File: src/rtl/reg_scan_monitor.sv
// reg_scan_monitor: debug monitor on the MIPS register-display port.
// Sweep mode streams {index, value} for registers 0..31 over valid/ready.
// Watch mode qualifies one register against a target and sets a sticky match.
//
// state    | meaning
// S_IDLE   | no sweep; dispSel may follow watch_sel for the watch compare
// S_SETTLE | dispSel just changed; waiting SETTLE cycles for dispDat
// S_SEND   | sample presented on out_*, waiting for out_ready
module reg_scan_monitor #(
  parameter int SEL_W  = 5,
  parameter int DATA_W = 32,
  parameter int SETTLE = 1
) (
  input  logic              clk,
  input  logic              reset,
  input  logic              start,
  input  logic              watch_en,
  input  logic [SEL_W-1:0]  watch_sel,
  input  logic [DATA_W-1:0] watch_val,
  output logic [SEL_W-1:0]  dispSel,
  input  logic [DATA_W-1:0] dispDat,
  output logic              out_valid,
  input  logic              out_ready,
  output logic [SEL_W-1:0]  out_idx,
  output logic [DATA_W-1:0] out_data,
  output logic              busy,
  output logic              match
);

  typedef enum logic [1:0] {
    S_IDLE   = 2'd0,
    S_SETTLE = 2'd1,
    S_SEND   = 2'd2
  } state_t;

  localparam logic [SEL_W-1:0] LAST_IDX  = {SEL_W{1'b1}};
  localparam logic [3:0]       SETTLE_C  = 4'(SETTLE);
  localparam logic [3:0]       SETTLE_M1 = 4'(SETTLE - 1);

  state_t             state;
  state_t             state_nxt;
  logic [SEL_W-1:0]   idx;
  logic [SEL_W-1:0]   dispsel_nxt;
  logic [3:0]         settle_cnt;
  logic [3:0]         stab_cnt;
  logic               launch;
  logic               capture;
  logic               accept;
  logic               advance;
  logic               cmp_valid;

  assign busy      = (state != S_IDLE);
  assign advance   = accept && (idx != LAST_IDX);
  assign cmp_valid = (stab_cnt == SETTLE_C);

  // State register.
  always_ff @(posedge clk or posedge reset) begin
    if (reset) state <= S_IDLE;
    else       state <= state_nxt;
  end

  // Next-state decode and one-cycle strobes for the datapath.
  always_comb begin
    state_nxt = state;
    launch    = 1'b0;
    capture   = 1'b0;
    accept    = 1'b0;
    case (state)
      S_IDLE: begin
        if (start) begin
          state_nxt = S_SETTLE;
          launch    = 1'b1;
        end
      end
      S_SETTLE: begin
        if (settle_cnt == SETTLE_M1) begin
          state_nxt = S_SEND;
          capture   = 1'b1;
        end
      end
      S_SEND: begin
        if (out_valid && out_ready) begin
          accept    = 1'b1;
          state_nxt = (idx == LAST_IDX) ? S_IDLE : S_SETTLE;
        end
      end
      default: state_nxt = S_IDLE;
    endcase
  end

  // Display select: sweep position while busy, watched register while idle.
  always_comb begin
    dispsel_nxt = dispSel;
    if (launch)                         dispsel_nxt = '0;
    else if (advance)                   dispsel_nxt = idx + 1'b1;
    else if (state == S_IDLE && watch_en) dispsel_nxt = watch_sel;
  end

  // Sweep datapath: index, settle timer, output sample register.
  always_ff @(posedge clk or posedge reset) begin
    if (reset) begin
      idx        <= '0;
      settle_cnt <= '0;
      dispSel    <= '0;
      out_valid  <= 1'b0;
      out_idx    <= '0;
      out_data   <= '0;
    end else begin
      dispSel <= dispsel_nxt;
      if (launch) begin
        idx        <= '0;
        settle_cnt <= '0;
      end else if (advance) begin
        idx        <= idx + 1'b1;
        settle_cnt <= '0;
      end else if (state == S_SETTLE) begin
        settle_cnt <= settle_cnt + 1'b1;
      end
      if (capture) begin
        out_valid <= 1'b1;
        out_idx   <= idx;
        out_data  <= dispDat;
      end else if (accept) begin
        out_valid <= 1'b0;
      end
    end
  end

  // Watch qualification: dispDat is trusted only after dispSel has been
  // steady for SETTLE idle cycles, so a stale value never matches.
  always_ff @(posedge clk or posedge reset) begin
    if (reset) begin
      stab_cnt <= '0;
    end else if (!watch_en || state != S_IDLE || dispsel_nxt != dispSel) begin
      stab_cnt <= '0;
    end else if (!cmp_valid) begin
      stab_cnt <= stab_cnt + 1'b1;
    end
  end

  // Sticky match, dropped only by reset or watch_en going low.
  always_ff @(posedge clk or posedge reset) begin
    if (reset)                                        match <= 1'b0;
    else if (!watch_en)                               match <= 1'b0;
    else if (cmp_valid && dispDat == watch_val)       match <= 1'b1;
  end

endmodule

File: config.mk
export PLATFORM = sky130hd
export DESIGN_NAME = reg_scan_monitor
export DESIGN_NICKNAME = d
export VERILOG_FILES = /design/src/rtl/reg_scan_monitor.sv
export SDC_FILE = /design/constraint.sdc
export NUM_CORES = 1
export LEC_CHECK = 0
export ABC_AREA = 1
export CAP_MARGIN = 5
export CORE_MARGIN = 1
export CORE_UTILIZATION = 40
export DETAILED_ROUTE_END_ITERATION = 8
export PLACE_DENSITY = 0.81
export SLEW_MARGIN = 20
export SYNTH_ARGS = -nofsm -noshare
export SYNTH_HDL_FRONTEND = slang
export SYNTH_SLANG_ARGS = --single-unit
File: constraint.sdc
create_clock -name clk -period 1.8 [get_ports clk]
set_input_delay 0.27 -clock clk [delete_from_list [all_inputs] [get_ports clk]]
set_output_delay 0.27 -clock clk [all_outputs]
set_load 0.05 [all_outputs]
==> impl_metrics.json, run 1 <==
{
  "whs_ns": 0.325,
  "routed_wirelength_mm": 7.89,
  "grt_max_degree": 60,
  "finalHoldViolations": 0,
  "max_freq_mhz": 527,
  "die_width_microns": 90.2,
  "startpoint_type": "flip-flop",
  "nNetsFinal": 545,
  "cpMostUsedCell": "nand2_2",
  "htreeDepth": 3,
  "wl_met1_mm": 3.21,
  "required_ns": 2.06,
  "fin_worst_skew_ns": 0.00746,
  "rsz0062_at_grt": "yes",
  "synthesis.instances": 329,
  "report.final.slew_viol_count": 0,
  "arrival_ns": 2.16,
  "synth.area.top_cells": "dfrtp_1, mux2_2, nand2_1, xnor2_1, inv_1",
  "p_leak_nw": 2.30,
  "finalPower_mw": 8.23,
  "grt_use_total_pct": 19.6,
  "dpl_worst_slack_ns": -0.0868,
  "ir_drop_mv": 1.02,
  "critical_path_class": "reg2reg",
  "synth_common_cells": "nand2_1, dfrtp_1, inv_1",
  "drtIter0Drc": 127,
  "power.density_mw_per_mm2": 1730,
  "route.met2.wl_mm": 4.09,
  "synth_top_family_by_area": "simple AND/OR/NAND/NOR gates",
  "synth_top_area_share_pct": 47.5,
  "pin_count": 119,
  "n_fill_cell": 625,
  "fp.dieArea_sq_mm": 0.00813,
  "synth_edf_count": 0,
  "cp-end-kind": "flip-flop",
  "placed_area_sq_mm": 0.00445,
  "setup_viol": 4,
  "synth_xor_area_share_pct": 8.97,
  "numPortBuffers": 118,
  "regArea_sq_mm": 0.00148,
  "dp.cells": 550,
  "yosys.area_share.adder_pct": 2.41,
  "antennaDiodeCount": 0,
  "maxUsedRoutingLayer": "met4",
  "synth_area_sq_mm": 0.00311,
  "hold_path_class": "in2async",
  "gr-total-overflow": 0,
  "drv_cap": 0,
  "layout-drive-gt1-share_pct": 24.8,
  "ys_seq_elements": 59,
  "async_reset_ff_share_pct": 100,
  "stdcell_count": 567,
  "cts_hold_buf": 0,
  "ys_types": 29,
  "yosys.area.top_type": "dfrtp_1",
  "grt_pass1_wl_mm": 12.7,
  "vias": 2694,
  "routabilityCongestion": 0.819,
  "antenna_left": 0,
  "ys_seq_area_share_pct": 47.5,
  "outcome": "finished, violations left",
  "rows": 31,
  "cts_buffers": 9,
  "cts_sinks": 59,
  "timing.final.ws_setup_ns": -0.0987,
  "worst_pin_slew_ns": 0.538,
  "violations": "negative setup slack",
  "synth_fp_nets": 409,
  "utilization_pct": 64.6,
  "first_pass_iters": 4,
  "via_per_inst": 4.75,
  "syn_area_per_cell_sq_um": 9.45,
  "insertion_delay_ns": 0.33,
  "synth_simple_gate_area_share_pct": 22.1,
  "fp.dieH_microns": 90.2,
  "cts_root_buffer": "clkbuf_8",
  "wl_per_cell_microns": 13.9,
  "drc": 0,
  "slew_headroom_pct": 64.1,
  "slowest_stage": "dfrtp_1",
  "multi_input_area_sq_mm": 0.00152,
  "tns_ns": -0.376,
  "worstPathMaxFanout": 4,
  "final_area_sq_mm": 0.00476,
  "clk_path_buf_depth": 2,
  "synth_warnings": 0,
  "finalWorstPathRequiredPeriod_ns": 1.90,
  "synth_most_common_cell": "nand2_1",
  "antenna_found_initial": 0,
  "fin_crit_sh_pct": 105,
  "synth_compound_area_share_pct": 3.90,
  "grt_pass1_vias": 2726,
  "met3_length_microns": 481,
  "synthMuxAreaShare_pct": 9.38,
  "cts_tree": "built",
  "path_clk_slew_ns": 0.07,
  "crit_path_cell_trace": "ha_2, nand2_2, nor2_4, ha_4, inv_4, nand3_2, nand2_2, nand2_4, nand2_2, nand2_2, nand2_2, nand3_2, nor2_2, nand3_2, nor2_2",
  "initial_core_util_pct": 42.2,
  "area_growth_pct": 53.1,
  "yosys_most_used_dff": "dfrtp_1",
  "post-dp-hpwl_mm": 5.88,
  "cp_slowest_stage_delay_ns": 0.39,
  "core_sq_mm": 0.00737
}
-- critical path, delay by kind of cell, from the launching register on --
family / cells / cell delay [ns]
AND/OR/NAND/NOR: 12 / 0.98
flip-flops: 1 / 0.39
adder cells (fa/ha/maj): 2 / 0.36
buffers and inverters: 1 / 0.08
-- cell usage in the layout (no fill, tap or decap), types with 5 or more instances in the layout --
master,n
buf_4,30
clkbuf_8,12
clkdlybuf4s50_1,84
dfrtp_1,59
dlymetal6s2s_1,13
inv_1,33
mux2_2,25
nand2_1,60
nand2_2,9
nand3_1,22
nand3_2,7
nand4_1,5
nor2_1,15
nor2_2,5
o21ai_0,14
or2_2,7
xnor2_1,16
xor2_1,14
-- final timing paths --
| path | start | to | slack (ns) | cells after the start |
|---|---|---|---|---|
| setup / recovery | idx[0] | stab_cnt[2] | -0.1 | 15 |
| hold / removal | reset | stab_cnt[3] | 0.32 | 3 |
| setup reg to reg | idx[0] | stab_cnt[2] | -0.1 | 15 |
| hold reg to reg | out_data[17] | out_data[17] | 0.48 | 2 |
| max in group asynchronous | reset | out_data[21] | 1.23 | 3 |
| min in group clk | out_data[17] | out_data[17] | 0.48 | 2 |
-- state kept, by name, summed over array words and instances, names as in the netlist --
register / flops
stab_cnt: 4
state: 2
out_valid: 1
settle_cnt: 4
match: 1
out_data: 32
out_idx: 5
idx: 5
dispSel: 5
-- cell families after synthesis --
family          after synthesis
mux                          26
xor+xnor                     31
compound gates               22
simple gates                141
fa+ha+maj                     6
flops                        59
buf+inv                      44
-- cell type report --
cell class	count	share of cell area, %
Tap cell	99	2.60
Inverter	38	3.07
Clock inverter	2	0.736
Clock buffer	12	3.47
Timing Repair Buffer	131	27.3
Multi-Input combinational cell	226	31.9
Sequential cell	59	31.0
-- power by group --
| part | switching, mW | internal (mW) |
|---|---|---|
| Combinational | 2.99 | 1.79 |
| Clock | 0.493 | 0.735 |
| Sequential | 0.350 | 1.87 |
-- repair_timing --
action | CTS | global route
pin swaps | 4 | 4
endpoints found under the hold margin | 0 | 0
endpoints found under the setup margin | 5 | 21
buffers inserted | 1 | 2
resized for setup | 8 | 25
-- routing by layer --
| metal | track usage (%) | up-vias |
|---|---|---|
| li1 | - | 1328 |
| met1 | 23.5 | 1268 |
| met2 | 33.7 | 86 |
| met3 | 5.41 | 12 |
| met4 | 6.99 | 0 |
| met5 | 0 | - |
(Power assumes the default switching activity.)
==> inputs of run 2 (changes only) <==
--- a/config.mk
+++ b/config.mk
@@ -10,6 +10,7 @@
 export CORE_MARGIN = 1
 export CORE_UTILIZATION = 40
 export DETAILED_ROUTE_END_ITERATION = 8
+export GPL_TIMING_DRIVEN = 0
 export PLACE_DENSITY = 0.81
 export SLEW_MARGIN = 20
 export SYNTH_ARGS = -nofsm -noshare
==> run 2 against run 1 <==
  * The flow still finishes with violations (negative setup slack)
  * Sequential power about the same
  * Total power shrank 4.1%
  * Combinational power decreased by 2%
  * Critical endpoint is now stab_cnt[1]
  * Largest cell class unchanged
  * Largest power group unchanged
==> impl_metrics.json, run 2 (synthesis results as in run 1) <==
{
  "required_ns": 2.07,
  "pin_count": 119,
  "worst_pin_slew_ns": 0.547,
  "area_growth_pct": 53.6,
  "regMostFlops": "out_data",
  "cp-end-kind": "flip-flop",
  "final_common_cell": "clkdlybuf4s50_1",
  "grt_max_degree": 52,
  "worstPathMaxFanout": 7,
  "routed_wirelength_mm": 7.90,
  "most-common-layout-cells": "clkdlybuf4s50_1, nand2_1, dfrtp_1",
  "report.final.slew_viol_count": 0,
  "antennaDiodeCount": 0,
  "insertion_delay_ns": 0.34,
  "gr-total-overflow": 0,
  "post-dp-hpwl_mm": 5.96,
  "stdcell_count": 570,
  "maxUsedRoutingLayer": "met4",
  "wl_met1_mm": 3.19,
  "drv_cap": 0,
  "via_per_inst": 4.82,
  "fin_worst_skew_ns": 0.00604,
  "cp_slowest_stage_delay_ns": 0.38,
  "largest_reg_flops": 32,
  "numPortBuffers": 118,
  "p_leak_nw": 2.46,
  "die_width_microns": 90.2,
  "cts_root_buffer": "clkbuf_8",
  "route.met2.wl_mm": 4.07,
  "drc": 0,
  "max_freq_mhz": 523,
  "grt_use_total_pct": 20.1,
  "nNetsFinal": 547,
  "crit_path_cell_trace": "ha_2, nand2_2, nor2_2, ha_4, inv_4, nand3_4, nand3_1, nand3_1, nand2_1, nand2_1, nor2_2, nand3_2, nor2_1",
  "drtIter0Drc": 99,
  "vias": 2745,
  "clk_path_buf_depth": 2,
  "cp_top_family": "simple AND/OR/NAND/NOR gates",
  "critPathBufInv": 1,
  "cts_hold_buf": 0,
  "htreeDepth": 3,
  "antenna_left": 0,
  "timing.final.ws_setup_ns": -0.111,
  "ir_drop_mv": 1.00,
  "fp.dieH_microns": 90.2,
  "dpl_worst_slack_ns": -0.222,
  "startpoint_type": "flip-flop",
  "power.density_mw_per_mm2": 1650,
  "slowest_stage": "dfrtp_1",
  "violations": "negative setup slack",
  "met3_length_microns": 498,
  "critical_path_class": "reg2reg",
  "grt_pass1_vias": 2744,
  "dp.cells": 547,
  "initial_core_util_pct": 42.2,
  "finalHoldViolations": 0,
  "antenna_found_initial": 0,
  "cts_tree": "built",
  "first_pass_iters": 4,
  "routabilityCongestion": 0.817,
  "finalWorstPathRequiredPeriod_ns": 1.91,
  "cts_buffers": 9,
  "cts_sinks": 59,
  "outcome": "finished, violations left",
  "wl_per_cell_microns": 13.9,
  "hold_path_class": "in2async",
  "fp.dieArea_sq_mm": 0.00813,
  "rsz0062_at_grt": "yes",
  "arrival_ns": 2.18,
  "rows": 31,
  "core_sq_mm": 0.00737,
  "fin_crit_sh_pct": 106,
  "setup_viol": 4,
  "grt_pass1_wl_mm": 12.9,
  "path_clk_slew_ns": 0.06,
  "layout-drive-gt1-share_pct": 19.3,
  "slew_headroom_pct": 63.4
}
[run 2: power breakdown]
part           leakage (nW)  switching (mW)  total (mW)  internal (mW)
clock                0.0860           0.491        1.01          0.522
combinational          1.64            2.96        4.67           1.72
sequential            0.736           0.340        2.21           1.87
[run 2: final cells by class]
cell class / count / area [sq um]
Fill cell: 594 / 2590
Multi-Input combinational cell: 226 / 1500
Sequential cell: 59 / 1480
Timing Repair Buffer: 127 / 1340
Inverter: 38 / 149
Clock buffer: 12 / 145
Tap cell: 99 / 124
Buffer: 6 / 33.8
Clock inverter: 3 / 15.0
[run 2: metrics by stage]
step	total power [mW]	TNS [ns]	instance area (sq um)	hold slack, ns	utilization (%)
2_1_floorplan	5.33	0	3110	0.376	-
3_3_place_gp	6.71	-62.00	4420	0.465	60.0
3_5_place_dp	6.85	-0.830	4450	0.479	60.4
4_1_cts	7.91	-0.207	4660	0.175	63.3
5_1_grt	8.36	-0.995	4780	0.187	64.8
6_report	7.90	-0.404	4780	0.184	64.8
[run 2: repair_timing]
item                       4_1_cts  5_1_grt
pin swaps                        4        7
buffers inserted                 4        4
setup endpoints to repair       13       35
gates cloned                     0        0
gates resized for setup         18       37
[run 2: worst paths after layout]
check	from	endpoint	slack, ns	depth (start not counted)
min in group clk	out_idx[1]	out_idx[1]	0.49	2
max in group asynchronous	reset	out_data[9]	1.14	3
hold reg to reg	out_idx[1]	out_idx[1]	0.49	2
setup reg to reg	idx[1]	stab_cnt[1]	-0.11	13
setup / recovery	idx[1]	stab_cnt[1]	-0.11	13
hold / removal	reset	dispSel[3]	0.18	2
[run 2: layer usage]
layer / up-vias / global-route usage, %
met2: 88 / 34.6
met4: 0 / 6.45
met1: 1307 / 23.3
met3: 15 / 7.19
li1: 1335 / -
met5: - / 0
==> inputs of run 3 (changes only) <==
--- a/config.mk
+++ b/config.mk
@@ -8,10 +8,11 @@
 export ABC_AREA = 1
 export CAP_MARGIN = 5
 export CORE_MARGIN = 1
-export CORE_UTILIZATION = 40
+export CORE_UTILIZATION = 57
 export DETAILED_ROUTE_END_ITERATION = 8
+export DONT_BUFFER_PORTS = 1
 export GPL_TIMING_DRIVEN = 0
-export PLACE_DENSITY = 0.81
+export PLACE_DENSITY = 0.79
 export SLEW_MARGIN = 20
 export SYNTH_ARGS = -nofsm -noshare
 export SYNTH_HDL_FRONTEND = slang
==> run 3 against run 2 <==
  * The flow still finishes with violations (negative setup slack)
  * Via count is 18% lower
  * First-iteration DRC count is 17% lower
  * Global-route usage is 4.0 points higher
  * Critical path depth is 2 higher
  * Die area is 29% lower
  * Total power is 12% lower
  * Fmax is 1.4% higher
  * Final cell count is 26% lower
  * Sequential power is 73% higher
  * Critical path type unchanged
  * Clock power hardly changed
  * Utilization is 2.6 points higher
  * Wire length is 17% lower
==> impl_metrics.json, run 3 (synthesis results as in run 1) <==
{
  "outcome": "finished, violations left",
  "violations": "negative setup slack",
  "cp-end-kind": "flip-flop",
  "drv_cap": 0,
  "worst_pin_slew_ns": 0.714,
  "area_growth_pct": 12.2,
  "n_fill_cell": 399,
  "max_freq_mhz": 531,
  "nNetsFinal": 426,
  "cts_buffers": 9,
  "antennaDiodeCount": 0,
  "wl_per_cell_microns": 15.5,
  "drc": 0,
  "largest_reg_flops": 32,
  "p_leak_nw": 1.65,
  "setup_viol": 4,
  "power.density_mw_per_mm2": 1980,
  "first_pass_iters": 4,
  "htreeDepth": 3,
  "layout-drive-gt1-share_pct": 25.9,
  "grt_pass1_vias": 2112,
  "core_sq_mm": 0.00517,
  "regArea_sq_mm": 0.00148,
  "fin_crit_sh_pct": 105,
  "post-dp-hpwl_mm": 4.78,
  "most-common-layout-cells": "nand2_1, dfrtp_1, inv_1",
  "crit_path_cell_trace": "ha_2, nand2_2, nor2_4, ha_4, inv_4, nand3_2, nand2_2, nand2_4, nand2_2, nand2_2, nand2_1, nand3_2, nor2_2, nand3_2, nor2_1",
  "cp_slowest_stage_delay_ns": 0.40,
  "antenna_left": 0,
  "regMostFlops": "out_data",
  "required_ns": 2.06,
  "routabilityCongestion": 0.778,
  "pin_count": 119,
  "slowest_stage": "dfrtp_1",
  "report.final.slew_viol_count": 0,
  "grt_max_degree": 60,
  "grt_use_total_pct": 24.1,
  "die_width_microns": 75.9,
  "vias": 2245,
  "worstPathMaxFanout": 4,
  "gr-total-overflow": 0,
  "cts_root_buffer": "clkbuf_8",
  "stdcell_count": 421,
  "arrival_ns": 2.15,
  "fp.dieH_microns": 75.9,
  "slew_headroom_pct": 52.4,
  "multi_input_area_sq_mm": 0.00152,
  "via_per_inst": 5.33,
  "cpMostUsedCell": "nand2_2",
  "numPortBuffers": 0,
  "rsz0062_at_grt": "yes",
  "dpl_worst_slack_ns": -0.249,
  "finalHoldViolations": 0,
  "cts_tree": "built",
  "finalWorstPathRequiredPeriod_ns": 1.88,
  "insertion_delay_ns": 0.33,
  "fin_worst_skew_ns": 0.00403,
  "fp.dieArea_sq_mm": 0.00575,
  "critical_path_class": "reg2reg",
  "cts_sinks": 59,
  "clk_path_buf_depth": 2,
  "timing.final.ws_setup_ns": -0.0847,
  "rows": 26,
  "dp.cells": 399,
  "routed_wirelength_mm": 6.53,
  "path_clk_slew_ns": 0.06,
  "critPathBufInv": 1,
  "cp_top_family": "simple AND/OR/NAND/NOR gates",
  "final_common_cell": "nand2_1",
  "ir_drop_mv": 1.01,
  "initial_core_util_pct": 60.1,
  "antenna_found_initial": 0,
  "grt_pass1_wl_mm": 9.74,
  "startpoint_type": "flip-flop",
  "drtIter0Drc": 82,
  "hold_path_class": "in2reg"
}
-- run 3: cell count changes in the layout (fill, tap and decap cells not counted), moves of 2 or more --
cell | previous run | this run
clkdlybuf4s50_1 | 79 | 0
dlymetal6s2s_1 | 30 | 0
dlygate4sd2_1 | 8 | 0
nand3_1 | 24 | 20
nand3_2 | 5 | 9
buf_4 | 8 | 5
o21ai_0 | 14 | 16
o21ai_1 | 3 | 1
-- run 3: timing repair --
item	in CTS	in global routing
hold endpoints to repair	59	0
pin swaps	11	5
cloned	0	0
gates resized for setup	10	7
setup buffers	5	0
hold buffers	1	0
setup endpoints to repair	4	7
-- run 3: path summary, 6_finish.rpt --
path,from,endpoint,slack [ns],cells after the start
min in group asynchronous,reset,settle_cnt[1],0.54,2
max in group asynchronous,reset,out_valid,0.76,2
max,idx[0],stab_cnt[2],-0.08,15
max reg2reg,idx[0],stab_cnt[2],-0.08,15
min,dispDat[28],out_data[28],0.09,1
min reg2reg,settle_cnt[3],settle_cnt[3],0.56,2
-- run 3: where the power goes --
part           internal [mW]  total, mW  switching (mW)
clock                  0.572       1.04           0.473
combinational          0.913       2.06            1.15
sequential              1.85       3.82            1.97
total                   3.33       6.92            3.59
-- run 3: layout make-up --
class	count	area share (%)
buffer	6	0.968
clock buffer	14	4.66
clock inverter	2	0.287
inverter	38	4.27
multi-input combinational	226	43.6
sequential	59	42.3
tap	70	2.51
timing repair buffer	6	1.36
-- run 3: routing by layer --
layer	GRT usage, %	wire length, microns	vias up
met5	0	0	-
met4	8.64	102	0
met3	7.14	477	12
met2	43.3	3380	91
met1	27.1	2570	1055
li1	-	-	1087
-- run 3: worst reg2reg max path: stages (launching register included) --
cell	delay, ns
dfrtp_1	0.40
ha_2	0.19
nand2_2	0.09
nor2_4	0.04
ha_4	0.18
inv_4	0.08
nand3_2	0.08
nand2_2	0.10
nand2_4	0.08
nand2_2	0.09
nand2_2	0.05
nand2_1	0.06
nand3_2	0.06
nor2_2	0.10
nand3_2	0.11
nor2_1	0.12
-- run 3: stage by stage --
stage	utilization (%)	hold WS (ns)	TNS [ns]	power (mW)	cell area (sq um)
global placement	61.9	0.421	-32.90	5.69	3200
CTS	66.9	0.0751	-0.477	6.93	3460
detailed placement	61.9	0.317	-0.925	5.78	3200
floorplan	-	0.376	0	5.33	3110
finish	67.5	0.0860	-0.293	6.92	3490
global route	67.5	0.0718	-0.870	7.34	3490
